--- config.mk ---
export PLATFORM = sky130hd
export DESIGN_NAME = uart_tx_arbiter
export DESIGN_NICKNAME = d
export VERILOG_FILES = /design/src/rtl/uart_tx_arbiter.sv
export SDC_FILE = /design/constraint.sdc
export NUM_CORES = 1
export LEC_CHECK = 0
export CAP_MARGIN = 20
export CORE_ASPECT_RATIO = 1.1
export CORE_MARGIN = 1
export CORE_UTILIZATION = 45
export CTS_CLUSTER_DIAMETER = 150
export DETAILED_ROUTE_END_ITERATION = 8
export PLACE_DENSITY = 0.62
export SKIP_CTS_REPAIR_TIMING = 1
export SYNTH_ARGS = -nofsm -noshare
export SYNTH_HDL_FRONTEND = slang
export SYNTH_SLANG_ARGS = --single-unit
--- constraint.sdc ---
create_clock -name i_clk -period 4.4 [get_ports i_clk]
set_clock_uncertainty 0.1 [all_clocks]
set_input_delay 0.44 -clock i_clk [delete_from_list [all_inputs] [get_ports i_clk]]
set_output_delay 0.44 -clock i_clk [all_outputs]
set_load 0.02 [all_outputs]
--- src/rtl/uart_tx_arbiter.sv ---
// Shares one UART transmitter between the rx echo stream and a message source.
// Echo bytes are buffered because rx-ready pulses cannot be stalled.
module uart_tx_arbiter #(
    parameter int FIFO_DEPTH   = 8,
    parameter int AW           = 3,
    parameter int BUSY_TIMEOUT = 4
) (
    input  logic          i_clk,
    input  logic          i_rst_n,
    input  logic          i_rx_byte_rdy,
    input  logic [7:0]    i_rx_byte,
    input  logic          i_msg_valid,
    input  logic [7:0]    i_msg_byte,
    output logic          o_msg_ready,
    output logic          o_tx_byte_rdy,
    output logic [7:0]    o_tx_byte,
    input  logic          i_tx_busy,
    output logic          o_echo_overflow,
    output logic [AW:0]   o_fifo_count
);

    localparam int TW = $clog2(BUSY_TIMEOUT + 1);
    localparam logic [AW:0] DEPTH_C  = (AW+1)'(FIFO_DEPTH);
    localparam logic [TW-1:0] TMO_LAST = TW'(BUSY_TIMEOUT - 1);

    typedef enum logic [1:0] {
        IDLE      = 2'd0,
        LAUNCH    = 2'd1,
        WAIT_BUSY = 2'd2,
        WAIT_DONE = 2'd3
    } state_t;

    typedef enum logic {
        GRANT_ECHO = 1'b0,
        GRANT_MSG  = 1'b1
    } src_t;

    state_t        state_q, state_d;
    src_t          last_grant_q, last_grant_d;
    logic [AW-1:0] wr_ptr_q, wr_ptr_d;
    logic [AW-1:0] rd_ptr_q, rd_ptr_d;
    logic [AW:0]   count_q, count_d;
    logic [7:0]    tx_byte_q, tx_byte_d;
    logic          overflow_q, overflow_d;
    logic [TW-1:0] tmo_q, tmo_d;

    logic [7:0]    fifo_mem [FIFO_DEPTH];

    logic echo_pend;
    logic msg_pend;
    logic grant_echo;
    logic grant_msg;
    logic push;
    logic pop;

    assign echo_pend = (count_q != '0);
    assign msg_pend  = i_msg_valid;

    // Round-robin: on contention the source that did not win last time goes next.
    always_comb begin
        grant_echo = 1'b0;
        grant_msg  = 1'b0;
        if (state_q == IDLE && !i_tx_busy) begin
            if (echo_pend && msg_pend) begin
                if (last_grant_q == GRANT_MSG) begin
                    grant_echo = 1'b1;
                end else begin
                    grant_msg = 1'b1;
                end
            end else if (echo_pend) begin
                grant_echo = 1'b1;
            end else if (msg_pend) begin
                grant_msg = 1'b1;
            end
        end
    end

    // A pop on the same edge frees a slot, so a full FIFO can still accept.
    always_comb begin
        pop        = grant_echo;
        push       = i_rx_byte_rdy && ((count_q != DEPTH_C) || pop);
        overflow_d = overflow_q || (i_rx_byte_rdy && !push);
        wr_ptr_d   = push ? wr_ptr_q + AW'(1) : wr_ptr_q;
        rd_ptr_d   = pop  ? rd_ptr_q + AW'(1) : rd_ptr_q;
        count_d    = count_q;
        case ({push, pop})
            2'b10:   count_d = count_q + (AW+1)'(1);
            2'b01:   count_d = count_q - (AW+1)'(1);
            default: count_d = count_q;
        endcase
    end

    always_ff @(posedge i_clk) begin
        if (push) begin
            fifo_mem[wr_ptr_q] <= i_rx_byte;
        end
    end

    always_comb begin
        state_d      = state_q;
        tmo_d        = tmo_q;
        tx_byte_d    = tx_byte_q;
        last_grant_d = last_grant_q;
        case (state_q)
            IDLE: begin
                if (grant_echo) begin
                    tx_byte_d    = fifo_mem[rd_ptr_q];
                    last_grant_d = GRANT_ECHO;
                    state_d      = LAUNCH;
                end else if (grant_msg) begin
                    tx_byte_d    = i_msg_byte;
                    last_grant_d = GRANT_MSG;
                    state_d      = LAUNCH;
                end
            end
            LAUNCH: begin
                tmo_d   = '0;
                state_d = WAIT_BUSY;
            end
            WAIT_BUSY: begin
                // A transmitter that never acknowledges must not hang the arbiter.
                if (i_tx_busy) begin
                    state_d = WAIT_DONE;
                end else if (tmo_q == TMO_LAST) begin
                    state_d = IDLE;
                end else begin
                    tmo_d = tmo_q + TW'(1);
                end
            end
            WAIT_DONE: begin
                if (!i_tx_busy) begin
                    state_d = IDLE;
                end
            end
            default: state_d = IDLE;
        endcase
    end

    always_ff @(posedge i_clk) begin
        if (!i_rst_n) begin
            state_q      <= IDLE;
            last_grant_q <= GRANT_MSG;
            wr_ptr_q     <= '0;
            rd_ptr_q     <= '0;
            count_q      <= '0;
            tx_byte_q    <= 8'h00;
            overflow_q   <= 1'b0;
            tmo_q        <= '0;
        end else begin
            state_q      <= state_d;
            last_grant_q <= last_grant_d;
            wr_ptr_q     <= wr_ptr_d;
            rd_ptr_q     <= rd_ptr_d;
            count_q      <= count_d;
            tx_byte_q    <= tx_byte_d;
            overflow_q   <= overflow_d;
            tmo_q        <= tmo_d;
        end
    end

    assign o_msg_ready     = grant_msg;
    assign o_tx_byte_rdy   = (state_q == LAUNCH);
    assign o_tx_byte       = tx_byte_q;
    assign o_echo_overflow = overflow_q;
    assign o_fifo_count    = count_q;

endmodule

; Word-level counts from Yosys, hierarchy flattened
; Memories as Yosys holds them, arrays and structs flattened. A register that Yosys moved wholly into a read port is not among the register bits.
; Cells that the tools add are included.
; W data, S select, Z words.
[word_totals]
ff_bits = 25
ram_bits = 64
output_inout_bits = 15
word_cells = 69
mem_count = 1
[mem_list]
columns = memory, depth, width, read_ports, rd_ports_with_merged_regs, wr, line
row1 = fifo_mem, 8, 8, 1, 1, 1, 47  ; logic [7:0] fifo_mem [FIFO_DEPTH];
[op_classes]
add_sub_neg = 5
eq_ne = 12
n_mux = 27
n_reduce_logical = 16
[op_table]
columns = op, count
row1 = $mux W8, 2
row2 = $mux W1, 13
row3 = $mux W3, 4
row4 = $mux W2, 5
row5 = $add A3 B1 Y3 const B, 3
row6 = $pmux W2 S4, 1
row7 = $pmux W4 S2, 1
row8 = $eq A2 B2 Y1 const B, 3
row9 = $ne A2 B2 Y1 const B, 3
row10 = $ne A3 B3 Y1 const B, 2
row11 = $pmux W3 S2, 1
row12 = $reduce_and A3 Y1, 2
row13 = $reduce_bool A2 Y1, 3
row14 = $add A4 B1 Y4 const B, 1
row15 = $eq A2 B1 Y1 const B, 2
row16 = $logic_and A1 B1 Y1, 4
row17 = $ne A4 B4 Y1 const B, 1
row18 = $reduce_bool A4 Y1, 1
row19 = $sub A4 B1 Y4 const B, 1
row20 = $eq A3 B2 Y1 const B, 1
row21 = $logic_not A1 Y1, 2
row22 = $logic_not A2 Y1, 1
row23 = $logic_or A1 B1 Y1, 2
row24 = $reduce_and A2 Y1, 1

; Longest topological paths before layout
; Gate-level depths: netlist of run 1.
[logic_depth]
word_depth = 9
ltp_mapped = 14

; Worst setup path after synthesis of run 1
; No wires, ideal clock.
[synth_path]
kind = register to register
start = reg count_q[3] (netlist: o_fifo_count[3])
end = reg count_q[3] (netlist: o_fifo_count[3])
setup_ps = 120
arrival_ps = 2743
required_time_ps = 4180
path_slack_ps = 1437
path_stages_with_launch = 14
path_buffers = 3
period_less_slack_ps = 2963
cell_sequence = dfxtp_1 > or4_4 > buf_6 > nand3_4 > buf_12 > buf_12 > or2_2 > inv_1 > ha_1 > a21oi_1 > nand2_1 > or3_1 > and3_1 > o31a_1
[synth_via]
elab_chain_cells = 8
word_cells_on_any_way = 14
[synth_lines]
columns = item, line
row1 = start: declaration, 42  ; logic [AW:0] count_q, count_d;
row2 = start signal: assignment, 154  ; count_q <= count_d;
row3 = $reduce_bool A4 Y1, 56  ; assign echo_pend = (count_q != '0);
row4 = $mux W1 / $logic_and A1 B1 Y1 (equally long branches), "70, 64"
row5 = $mux W1, 64  ; if (echo_pend && msg_pend) begin
row6 = $mux W1, 63  ; if (state_q == IDLE && !i_tx_busy) begin
row7 = $logic_or A1 B1 Y1, 81  ; push = i_rx_byte_rdy && ((count_q != DEPTH_C) || pop);
row8 = $logic_and A1 B1 Y1, 81
row9 = $eq A2 B1 Y1 / $eq A2 B2 Y1 (equally long branches), 86  ; case ({push, pop})
row10 = $pmux W4 S2 / $reduce_bool A2 Y1 (equally long branches), -
; Several ways; a longest one is shown, not always the timed one.
; A chain may end at the register's enable or synchronous reset.

; Worst setup path in the final report of run 1
[layout_path]
start = reg state_q[1]
end = reg count_q[3] (netlist: o_fifo_count[3])
[layout_via]
elab_chain_cells = 7
word_cells_on_any_way = 9
[layout_lines]
columns = item, line
row1 = start: declaration, 38  ; state_t state_q, state_d;
row2 = start signal: assignment, 150  ; state_q <= state_d;
row3 = $logic_not A2 Y1 *, 63
row4 = $logic_and A1 B1 Y1 *, 63
row5 = $mux W1 *, 63
row6 = $logic_or A1 B1 Y1, 81
row7 = $logic_and A1 B1 Y1, 81
row8 = $eq A2 B1 Y1 / $eq A2 B2 Y1 (equally long branches), 86
row9 = $pmux W4 S2 / $reduce_bool A2 Y1 (equally long branches), -
; Mark *: on every way between the ends. The rest lies on a longest branch, timed or not.

==> results.py, run 1 <==
metrics = {
    "timing": {
        "max_slew_margin_pct": 34.0,
        "maxSlewViolCount": 0,
        "holdWs_ns": 0.388,
        "grt_setup_unrepaired": "false",
        "worst_pin_slew_ns": 0.988,
        "finalCriticalPeriod_ns": 3.08,
        "finalHoldViolCount": 0,
        "tns_ns": 0,
        "setup-violations-final": 0,
        "fmax_ghz": 0.325,
        "fin_crit_sh_pct": 70.0,
    },
    "layout": {
        "diodes": 0,
        "multi_input_area_um2": 1370,
        "fillers": 740,
        "nets": 366,
        "area_growth_pct": 14.5,
        "drive_gt1_share_pct": 11.2,
        "regArea_um2": 2480,
    },
    "logic_synthesis": {
        "synth_area_leader_cell": "edfxtp_1",
        "post-synth-top-area-fraction_pct": 48.0,
        "syn_inst": 293,
        "yosysWarnings": 0,
        "synth_area_leaders": "edfxtp_1, dfxtp_1, mux4_2",
        "synthFlopType": "edfxtp_1",
        "synth_area_um2": 4000,
        "synth.avg_cell_area_um2": 13.7,
        "synth-seq-cells": 92,
        "synth_seq_area_share_pct": 62.0,
        "synth-edff-count": 64,
        "synth_nets": 326,
        "ys_async_sr_fraction_pct": 0,
        "synth_cell_type_count": 50,
    },
    "setup_path": {
        "worstPathMaxFanout": 20,
        "rr_startpoint": "state_q[1]$_SDFFE_PN0P_",
        "reg2reg_depth": 12,
        "crit_type": "flop to flop",
        "r2r_slack_ns": 1.32,
        "required_ns": 4.56,
        "r2r-end": "o_fifo_count[3]$_SDFFE_PN0P_",
        "endpoint_kind": "flop",
        "critPathLaunchType": "flop",
        "worstPathArrival_ns": 3.24,
    },
    "placed_design": {
        "dp_hpwl_um": 4750,
        "place_congestion": 0.778,
        "portBuffers": 35,
    },
    "global_route": {
        "grt_pass1_vias": 2366,
        "overflow": 0,
        "grt_max_degree": 28,
        "antenna_found_initial": 0,
        "grt_pass1_wl_um": 11700,
        "gr-usage-all-layers_pct": 17.0,
    },
    "floorplanning": {
        "core_um2": 8500,
        "start_util_pct": 47.1,
        "fp.dieH_um": 101,
        "rows": 35,
        "die-area_um2": 9280,
        "fp.dieW_um": 91.9,
        "ios": 36,
    },
    "route": {
        "drtIter0Drc": 169,
        "drc_errors": 0,
        "postRouteAntennaNets": 0,
        "wl_um": 7210,
        "dr_total_vias": 2437,
        "via_per_inst": 5.43,
        "firstDrtPassIters": 4,
        "post_drt_wl_per_cell_um": 16.0,
    },
    "pwr": {
        "power.leakage_nw": 1.55,
        "power.internal_mw": 1.57,
        "powerDensity_nw_per_um2": 517,
        "pwr-share-seq_pct": 47.1,
        "ir_worst_vdd_mv": 0.164,
        "power_switching_mw": 0.798,
        "p_clk_share_pct": 21.0,
        "p_comb_share_pct": 31.9,
        "switching_share_pct": 33.7,
    },
    "flow_run": {
        "drv_cap": 0,
    },
    "clock_network": {
        "numCtsBuffers": 9,
        "cts-root-buf": "clkbuf_8",
        "cts_tree": "done",
        "htree_levels": 3,
        "path_clk_slew_ns": 0.09,
        "clockBufferDepth": 2,
        "cts.sinks": 92,
        "insertion_delay_ns": 0.36,
    },
    "status": {
        "run_status": "finished, final reports clean",
    },
    "hold_path": {
        "hp-start": "rd_ptr_q[1]$_SDFFE_PN0N_",
        "min_path_type": "flop to flop",
        "hold_path_depth": 2,
    },
}
worst max-delay path by stage:
| stage | from | endpoint | slack, ns | cells past startpoint |
|---|---|---|---|---|
| 3_3_place_gp | i_tx_busy | o_fifo_count[3]$_SDFFE_PN0P_ | 1.09 | 11 |
| 3_5_place_dp | i_tx_busy | o_fifo_count[3]$_SDFFE_PN0P_ | 1.0 | 11 |
| 6_report | state_q[1]$_SDFFE_PN0P_ | o_fifo_count[3]$_SDFFE_PN0P_ | 1.32 | 12 |
| 5_1_grt | state_q[0]$_SDFFE_PN0P_ | o_fifo_count[3]$_SDFFE_PN0P_ | 1.15 | 12 |
| 2_1_floorplan | o_fifo_count[3]$_SDFFE_PN0P_ | o_fifo_count[3]$_SDFFE_PN0P_ | 1.44 | 13 |
| 4_1_cts | state_q[1]$_SDFFE_PN0P_ | o_fifo_count[3]$_SDFFE_PN0P_ | 1.33 | 12 |
placed cells by master (no fill, tap or decap), types with 2 or more instances in the layout:
cell	count
nand3_1	7
o211a_1	2
clkinvlp_4	2
nand2b_1	3
o21ai_1	2
a211oi_1	9
o21ai_0	10
a2111oi_0	8
and3_1	2
clkbuf_8	9
clkbuf_1	2
nor2_1	17
mux2i_1	9
inv_1	7
edfxtp_1	64
mux4_2	8
o211ai_1	2
clkdlybuf4s50_1	35
nor2b_1	13
a21boi_0	3
nand2_1	13
buf_4	7
nor3_1	5
and2_1	7
a21oi_1	23
xnor2_1	6
dfxtp_1	28
ha_1	11
registers in the layout (all words and copies together) (netlist names), named ones only:
signal	cells
fifo_mem	64
o_tx_byte	8
o_fifo_count	4
rd_ptr_q	3
tmo_q	3
wr_ptr_q	3
state_q	2
last_grant_q	1
o_echo_overflow	1
power by group through the flow:
stage / Clock, mW / Sequential, mW / Combinational, mW
final: 0.499 / 1.12 / 0.756
after global routing: 0.546 / 1.14 / 0.833
after CTS: 0.510 / 1.12 / 0.761
after detailed placement: 0 / 1.14 / 0.758
after global placement: 0 / 1.13 / 0.749
after floorplan: 0 / 1.15 / 0.589
worst max-delay path, cell delays in order (launching register included):
cell,delay (ns)
dfxtp_1,0.35
inv_1,0.13
ha_1,0.23
nor2b_4,0.23
nand3_4,0.24
or2_2,0.37
inv_1,0.08
ha_1,0.26
a21oi_1,0.14
nand2_1,0.10
or3_1,0.31
and3_1,0.18
o31a_1,0.27
layout make-up:
type | instances | share of cell area [%]
multi-input cells | 181 | 29.8
clock inverters | 5 | 0.791
well taps | 111 | 3.03
repair buffers | 42 | 8.79
flip-flops and latches | 92 | 54.1
inverters | 7 | 0.573
clock buffers | 11 | 2.86
cell families (layout without fill, tap and decap cells):
kind of cell | Yosys count | after routing | share of synthesized area [%]
mux | 17 | 17 | 6.75
simple gates | 79 | 79 | 11.1
xor+xnor | 6 | 6 | 1.31
flops | 92 | 92 | 62.0
buf+inv | 20 | 65 | 3.84
compound gates | 67 | 67 | 11.1
fa+ha+maj | 12 | 12 | 3.94
synth_stat cells (5+ instances only):
cell	instances
ha_1	11
nand2_1	13
nor2b_1	13
nor3_1	5
inv_1	7
mux4_2	8
mux2i_1	9
o21ai_0	10
edfxtp_1	64
a21oi_1	23
nor2_1	17
a211oi_1	9
xnor2_1	6
dfxtp_1	28
and2_1	7
nand3_1	7
a2111oi_0	8
per-stage QoR:
step                      total power [mW]  setup WS, ns  cells  utilization, %  area [µm²]
after detailed placement              1.90         0.998    433            52.0        4420
after CTS                             2.39          1.33    449            54.0        4590
final                                 2.37          1.32    449            54.0        4590
after floorplan                       1.73          1.44    293               -        4000
after global routing                  2.51          1.15    449            54.0        4590
after global placement                1.88          1.09    433            52.0        4420
layer usage:
metal	global-route usage [%]	part of all wire, %
met4	7.93	2.0
met3	2.56	3.2
met2	26.9	45
met1	23.1	49
met5	0	0
(Power assumes the default switching activity.)
==> inputs of run 2 (changes only) <==
==> constraint.sdc (replaced) <==
create_clock -name i_clk -period 3.1 [get_ports i_clk]
set_clock_uncertainty 0.1 [all_clocks]
set_input_delay 0.31 -clock i_clk [delete_from_list [all_inputs] [get_ports i_clk]]
set_output_delay 0.31 -clock i_clk [all_outputs]
set_load 0.02 [all_outputs]
==> results.py, run 2 (synthesized netlist as in run 1, its figures left out) <==
metrics = {
    "placed_design": {
        "placed_area_um2": 4480,
        "portBuffers": 35,
        "dp_hpwl_um": 4720,
        "place_congestion": 0.750,
        "post-place-ws_ns": 0.178,
        "dp_cells": 441,
    },
    "timing": {
        "finalCriticalPeriod_ns": 2.84,
        "fmax_ghz": 0.353,
        "fin_crit_sh_pct": 91.5,
        "worst_slack_ns": 0.264,
        "setup-violations-final": 0,
        "grt_setup_unrepaired": "false",
        "maxSlewViolCount": 0,
        "max_slew_margin_pct": 44.3,
        "finalHoldViolCount": 0,
        "tns_ns": 0,
        "worst_pin_slew_ns": 0.833,
    },
    "layout": {
        "multi_input_area_um2": 1370,
        "regMostFlops": "fifo_mem",
        "regArea_um2": 2480,
        "largest_register_ffs": 64,
        "drive_gt1_share_pct": 13.6,
        "layout_commonest_cell": "edfxtp_1",
        "stdcell_count": 457,
        "area_growth_pct": 16.0,
        "layout_common_cells": "edfxtp_1, clkdlybuf4s50_1, dfxtp_1, a21oi_1, nor2_1",
        "fillers": 717,
        "design_area_um2": 4650,
        "diodes": 0,
        "nets": 374,
    },
    "route": {
        "postRouteAntennaNets": 0,
        "drc_errors": 0,
        "via_per_inst": 5.37,
        "wl_um": 7060,
        "post_drt_wl_per_cell_um": 15.5,
        "dr_total_vias": 2455,
        "firstDrtPassIters": 4,
        "drtIter0Drc": 128,
    },
    "clock_network": {
        "numCtsBuffers": 9,
        "path_clk_slew_ns": 0.09,
        "cts-root-buf": "clkbuf_8",
        "cts_tree": "done",
        "clockBufferDepth": 2,
        "cts.sinks": 92,
        "htree_levels": 3,
        "insertion_delay_ns": 0.34,
    },
    "setup_path": {
        "r2r_slack_ns": 0.26,
        "reg2reg_depth": 12,
        "endpoint_kind": "flop",
        "required_ns": 3.24,
        "rr_startpoint": "state_q[1]$_SDFFE_PN0P_",
        "worstPathCellList": "inv_1, ha_1, nor2b_4, nand3_4, or2_2, inv_1, ha_1, a21oi_1, nand2_1, or3_1, and3_1, o31a_1",
        "worstPathArrival_ns": 2.98,
        "worst-path-stages": 12,
        "max_stage_delay_ns": 0.35,
        "crit_type": "flop to flop",
        "r2r-end": "o_fifo_count[3]$_SDFFE_PN0P_",
        "cp_slowest_cell": "dfxtp_1",
        "critPathLaunchType": "flop",
        "worstPathMaxFanout": 5,
        "cp_top_family": "simple AND/OR/NAND/NOR gates",
        "cp_num_buf_inv": 2,
    },
    "floorplanning": {
        "rows": 35,
        "die-area_um2": 9280,
        "core_um2": 8500,
        "ios": 36,
        "start_util_pct": 47.1,
        "fp.dieH_um": 101,
        "fp.dieW_um": 91.9,
    },
    "global_route": {
        "grt_pass1_wl_um": 11500,
        "overflow": 0,
        "antenna_found_initial": 0,
        "grt_max_degree": 33,
        "grt_pass1_vias": 2267,
        "gr-usage-all-layers_pct": 16.6,
    },
    "hold_path": {
        "hold_path_depth": 2,
        "min_path_type": "flop to flop",
        "hold_end": "tmo_q[1]$_SDFFE_PN0P_",
        "hp-start": "tmo_q[1]$_SDFFE_PN0P_",
    },
    "status": {
        "run_status": "finished, final reports clean",
    },
    "pwr": {
        "ir_worst_vdd_mv": 0.301,
        "power.leakage_nw": 1.59,
        "powerDensity_nw_per_um2": 729,
    },
    "flow_run": {
        "drv_cap": 0,
    },
}
==> run 2: cell types whose count changed in the layout (fill, tap and decap cells not counted), sizes merged <==
cell / previous run / this run
buf: 7 / 15
clkinvlp: 2 / 1
inv: 8 / 9
==> run 2: per-stage QoR <==
step / power, mW / hold slack (ns) / util, %
after global placement: 2.71 / 0.361 / 52.7
after CTS: 3.43 / 0.383 / 54.7
after floorplan: 2.46 / 0.309 / -
final: 3.39 / 0.376 / 54.7
after detailed placement: 2.73 / 0.372 / 52.7
after global routing: 3.61 / 0.417 / 54.7
==> run 2: cell type report <==
| type | count | share of cell area, % |
|---|---|---|
| tap | 111 | 2.99 |
| sequential | 92 | 53.4 |
| inverter | 7 | 0.566 |
| timing repair buffer | 50 | 9.96 |
| clock buffer | 11 | 2.83 |
| clock inverter | 5 | 0.781 |
| multi-input combinational | 181 | 29.4 |
==> run 2: how the worst max path moves through the flow <==
stage                                               to                          from  slack [ns]
after floorplan           o_fifo_count[3]$_SDFFE_PN0P_  o_fifo_count[3]$_SDFFE_PN0P_        0.14
after CTS                 o_fifo_count[3]$_SDFFE_PN0P_       state_q[1]$_SDFFE_PN0P_        0.28
after global routing      o_fifo_count[3]$_SDFFE_PN0P_       state_q[0]$_SDFFE_PN0P_         0.1
final                     o_fifo_count[3]$_SDFFE_PN0P_       state_q[1]$_SDFFE_PN0P_        0.26
after global placement    o_fifo_count[3]$_SDFFE_PN0P_                   i_msg_valid        0.25
after detailed placement  o_fifo_count[3]$_SDFFE_PN0P_                     i_tx_busy        0.18
==> run 2: worst register-to-register path: stages (launching register included) <==
cell and delay, ns:
dfxtp_1 0.35, inv_1 0.12, ha_1 0.21, nor2b_4 0.22, nand3_4 0.08, or2_2 0.30
inv_1 0.09, ha_1 0.26, a21oi_1 0.15, nand2_1 0.11, or3_1 0.31, and3_1 0.18
o31a_1 0.26
==> run 2: where the power goes <==
group          internal (mW)  switching, mW
Sequential              1.45         0.0968
Combinational          0.518          0.629
Clock                  0.296          0.401
==> run 2: layer usage <==
metal	share of wire (%)	wire, µm	track usage (%)
met5	0	0	0
met3	3.8	266	3.70
met4	1.1	76	5.41
met2	46	3260	25.9
met1	49	3460	23.1
==> inputs of run 3 (changes only) <==
--- a/config.mk
+++ b/config.mk
@@ -6,7 +6,7 @@
 export NUM_CORES = 1
 export LEC_CHECK = 0
 export CAP_MARGIN = 20
-export CORE_ASPECT_RATIO = 1.1
+export CORE_ASPECT_RATIO = 0.8
 export CORE_MARGIN = 1
 export CORE_UTILIZATION = 45
 export CTS_CLUSTER_DIAMETER = 150
==> results.py, run 3 (synthesized netlist as in run 1, its figures left out) <==
metrics = {
    "status": {
        "run_status": "finished, final reports clean",
    },
    "layout": {
        "largest_register_ffs": 64,
        "stdcell_count": 458,
        "design_area_um2": 4680,
        "nets": 374,
        "area_growth_pct": 17.0,
        "fillers": 719,
        "layout_common_cells": "edfxtp_1, clkdlybuf4s50_1, dfxtp_1, a21oi_1, nor2_1",
        "drive_gt1_share_pct": 14.2,
        "diodes": 0,
        "regMostFlops": "fifo_mem",
        "regArea_um2": 2480,
        "layout_commonest_cell": "edfxtp_1",
        "multi_input_area_um2": 1370,
    },
    "floorplanning": {
        "ios": 36,
        "fp.dieW_um": 107,
        "core_um2": 8560,
        "rows": 30,
        "die-area_um2": 9280,
        "fp.dieH_um": 86.4,
        "start_util_pct": 46.8,
    },
    "pwr": {
        "finalPower_mw": 3.50,
        "pwr-share-seq_pct": 44.9,
        "powerDensity_nw_per_um2": 747,
        "p_comb_share_pct": 32.6,
        "power.internal_mw": 2.29,
        "p_clk_share_pct": 22.4,
        "power_switching_mw": 1.21,
        "ir_worst_vdd_mv": 0.312,
        "switching_share_pct": 34.6,
        "power.leakage_nw": 1.61,
    },
    "setup_path": {
        "crit_type": "flop to flop",
        "worstPathMaxFanout": 5,
        "worstPathArrival_ns": 3.04,
        "critPathLaunchType": "flop",
        "rr_startpoint": "state_q[0]$_SDFFE_PN0P_",
        "r2r_slack_ns": 0.21,
        "endpoint_kind": "flop",
        "r2r-end": "o_fifo_count[3]$_SDFFE_PN0P_",
        "required_ns": 3.25,
        "reg2reg_depth": 12,
    },
    "global_route": {
        "grt_pass1_vias": 2391,
        "overflow": 0,
        "grt_max_degree": 28,
        "gr-usage-all-layers_pct": 18.0,
        "antenna_found_initial": 0,
        "grt_pass1_wl_um": 12400,
    },
    "placed_design": {
        "place_congestion": 0.778,
        "dp_hpwl_um": 5100,
        "placed_area_um2": 4480,
        "dp_cells": 442,
        "portBuffers": 35,
    },
    "timing": {
        "finalHoldViolCount": 0,
        "max_slew_margin_pct": 40.6,
        "tns_ns": 0,
        "grt_setup_unrepaired": "false",
        "fin_crit_sh_pct": 93.2,
        "fmax_ghz": 0.346,
        "maxSlewViolCount": 0,
        "worst_pin_slew_ns": 0.888,
        "finalCriticalPeriod_ns": 2.89,
        "holdWs_ns": 0.395,
        "setup-violations-final": 0,
    },
    "clock_network": {
        "htree_levels": 3,
        "cts.sinks": 92,
        "cts_tree": "done",
        "insertion_delay_ns": 0.35,
        "path_clk_slew_ns": 0.10,
        "cts-root-buf": "clkbuf_8",
        "clockBufferDepth": 2,
        "numCtsBuffers": 9,
    },
    "route": {
        "wl_um": 7560,
        "drtIter0Drc": 159,
        "postRouteAntennaNets": 0,
        "dr_total_vias": 2425,
        "drc_errors": 0,
        "post_drt_wl_per_cell_um": 16.5,
        "via_per_inst": 5.29,
        "firstDrtPassIters": 4,
    },
    "hold_path": {
        "hold_path_depth": 2,
        "hp-start": "rd_ptr_q[1]$_SDFFE_PN0N_",
        "min_path_type": "flop to flop",
    },
    "flow_run": {
        "drv_cap": 0,
    },
}
==> run 3: power groups by stage <==
stage / Sequential (mW) / Combinational, mW / Clock (mW)
2_1_floorplan: 1.63 / 0.836 / 0
3_3_place_gp: 1.59 / 1.12 / 0
3_5_place_dp: 1.60 / 1.14 / 0
4_1_cts: 1.57 / 1.15 / 0.820
5_1_grt: 1.60 / 1.27 / 0.867
6_report: 1.57 / 1.14 / 0.785
==> run 3: per-stage QoR <==
step,worst slack [ns],utilization [%]
floorplan,0.137,-
global placement,0.225,52.3
detailed placement,0.150,52.3
CTS,0.216,54.7
global route,0.0283,54.7
finish,0.209,54.7
==> run 3: final cells by class <==
class                           instances  share of cell area (%)
Timing Repair Buffer                   50                    9.88
Inverter                                7                   0.561
Multi-Input combinational cell        181                    29.2
Clock inverter                          7                    1.74
Tap cell                              112                    2.99
Clock buffer                            9                    2.64
Sequential cell                        92                    53.0
==> run 3: worst max-delay path, stage by stage (launching register included) <==
cell     delay, ns
dfxtp_1       0.36
inv_1         0.12
ha_1          0.21
nor2b_4       0.23
nand3_4       0.09
or2_2         0.30
inv_1         0.08
ha_1          0.26
a21oi_1       0.15
nand2_1       0.11
or3_1         0.31
and3_1        0.19
o31a_1        0.27
==> run 3: how the worst max path moves through the flow <==
stage / endpoint / slack, ns / startpoint / depth (start not counted)
CTS: o_fifo_count[3]$_SDFFE_PN0P_ / 0.22 / state_q[0]$_SDFFE_PN0P_ / 12
floorplan: o_fifo_count[3]$_SDFFE_PN0P_ / 0.14 / o_fifo_count[3]$_SDFFE_PN0P_ / 13
global route: o_fifo_count[3]$_SDFFE_PN0P_ / 0.03 / state_q[0]$_SDFFE_PN0P_ / 12
detailed placement: o_fifo_count[3]$_SDFFE_PN0P_ / 0.15 / i_tx_busy / 11
finish: o_fifo_count[3]$_SDFFE_PN0P_ / 0.21 / state_q[0]$_SDFFE_PN0P_ / 12
global placement: o_fifo_count[3]$_SDFFE_PN0P_ / 0.23 / i_tx_busy / 11
==> run 3: layer usage <==
| metal | global-route usage (%) | up-vias | routed length [µm] |
|---|---|---|---|
| li1 | - | 1209 | - |
| met1 | 26.1 | 1175 | 3900 |
| met3 | 4.96 | 6 | 217 |
| met4 | 4.11 | 0 | 57 |
| met5 | 0 | - | 0 |
| met2 | 27.0 | 35 | 3380 |
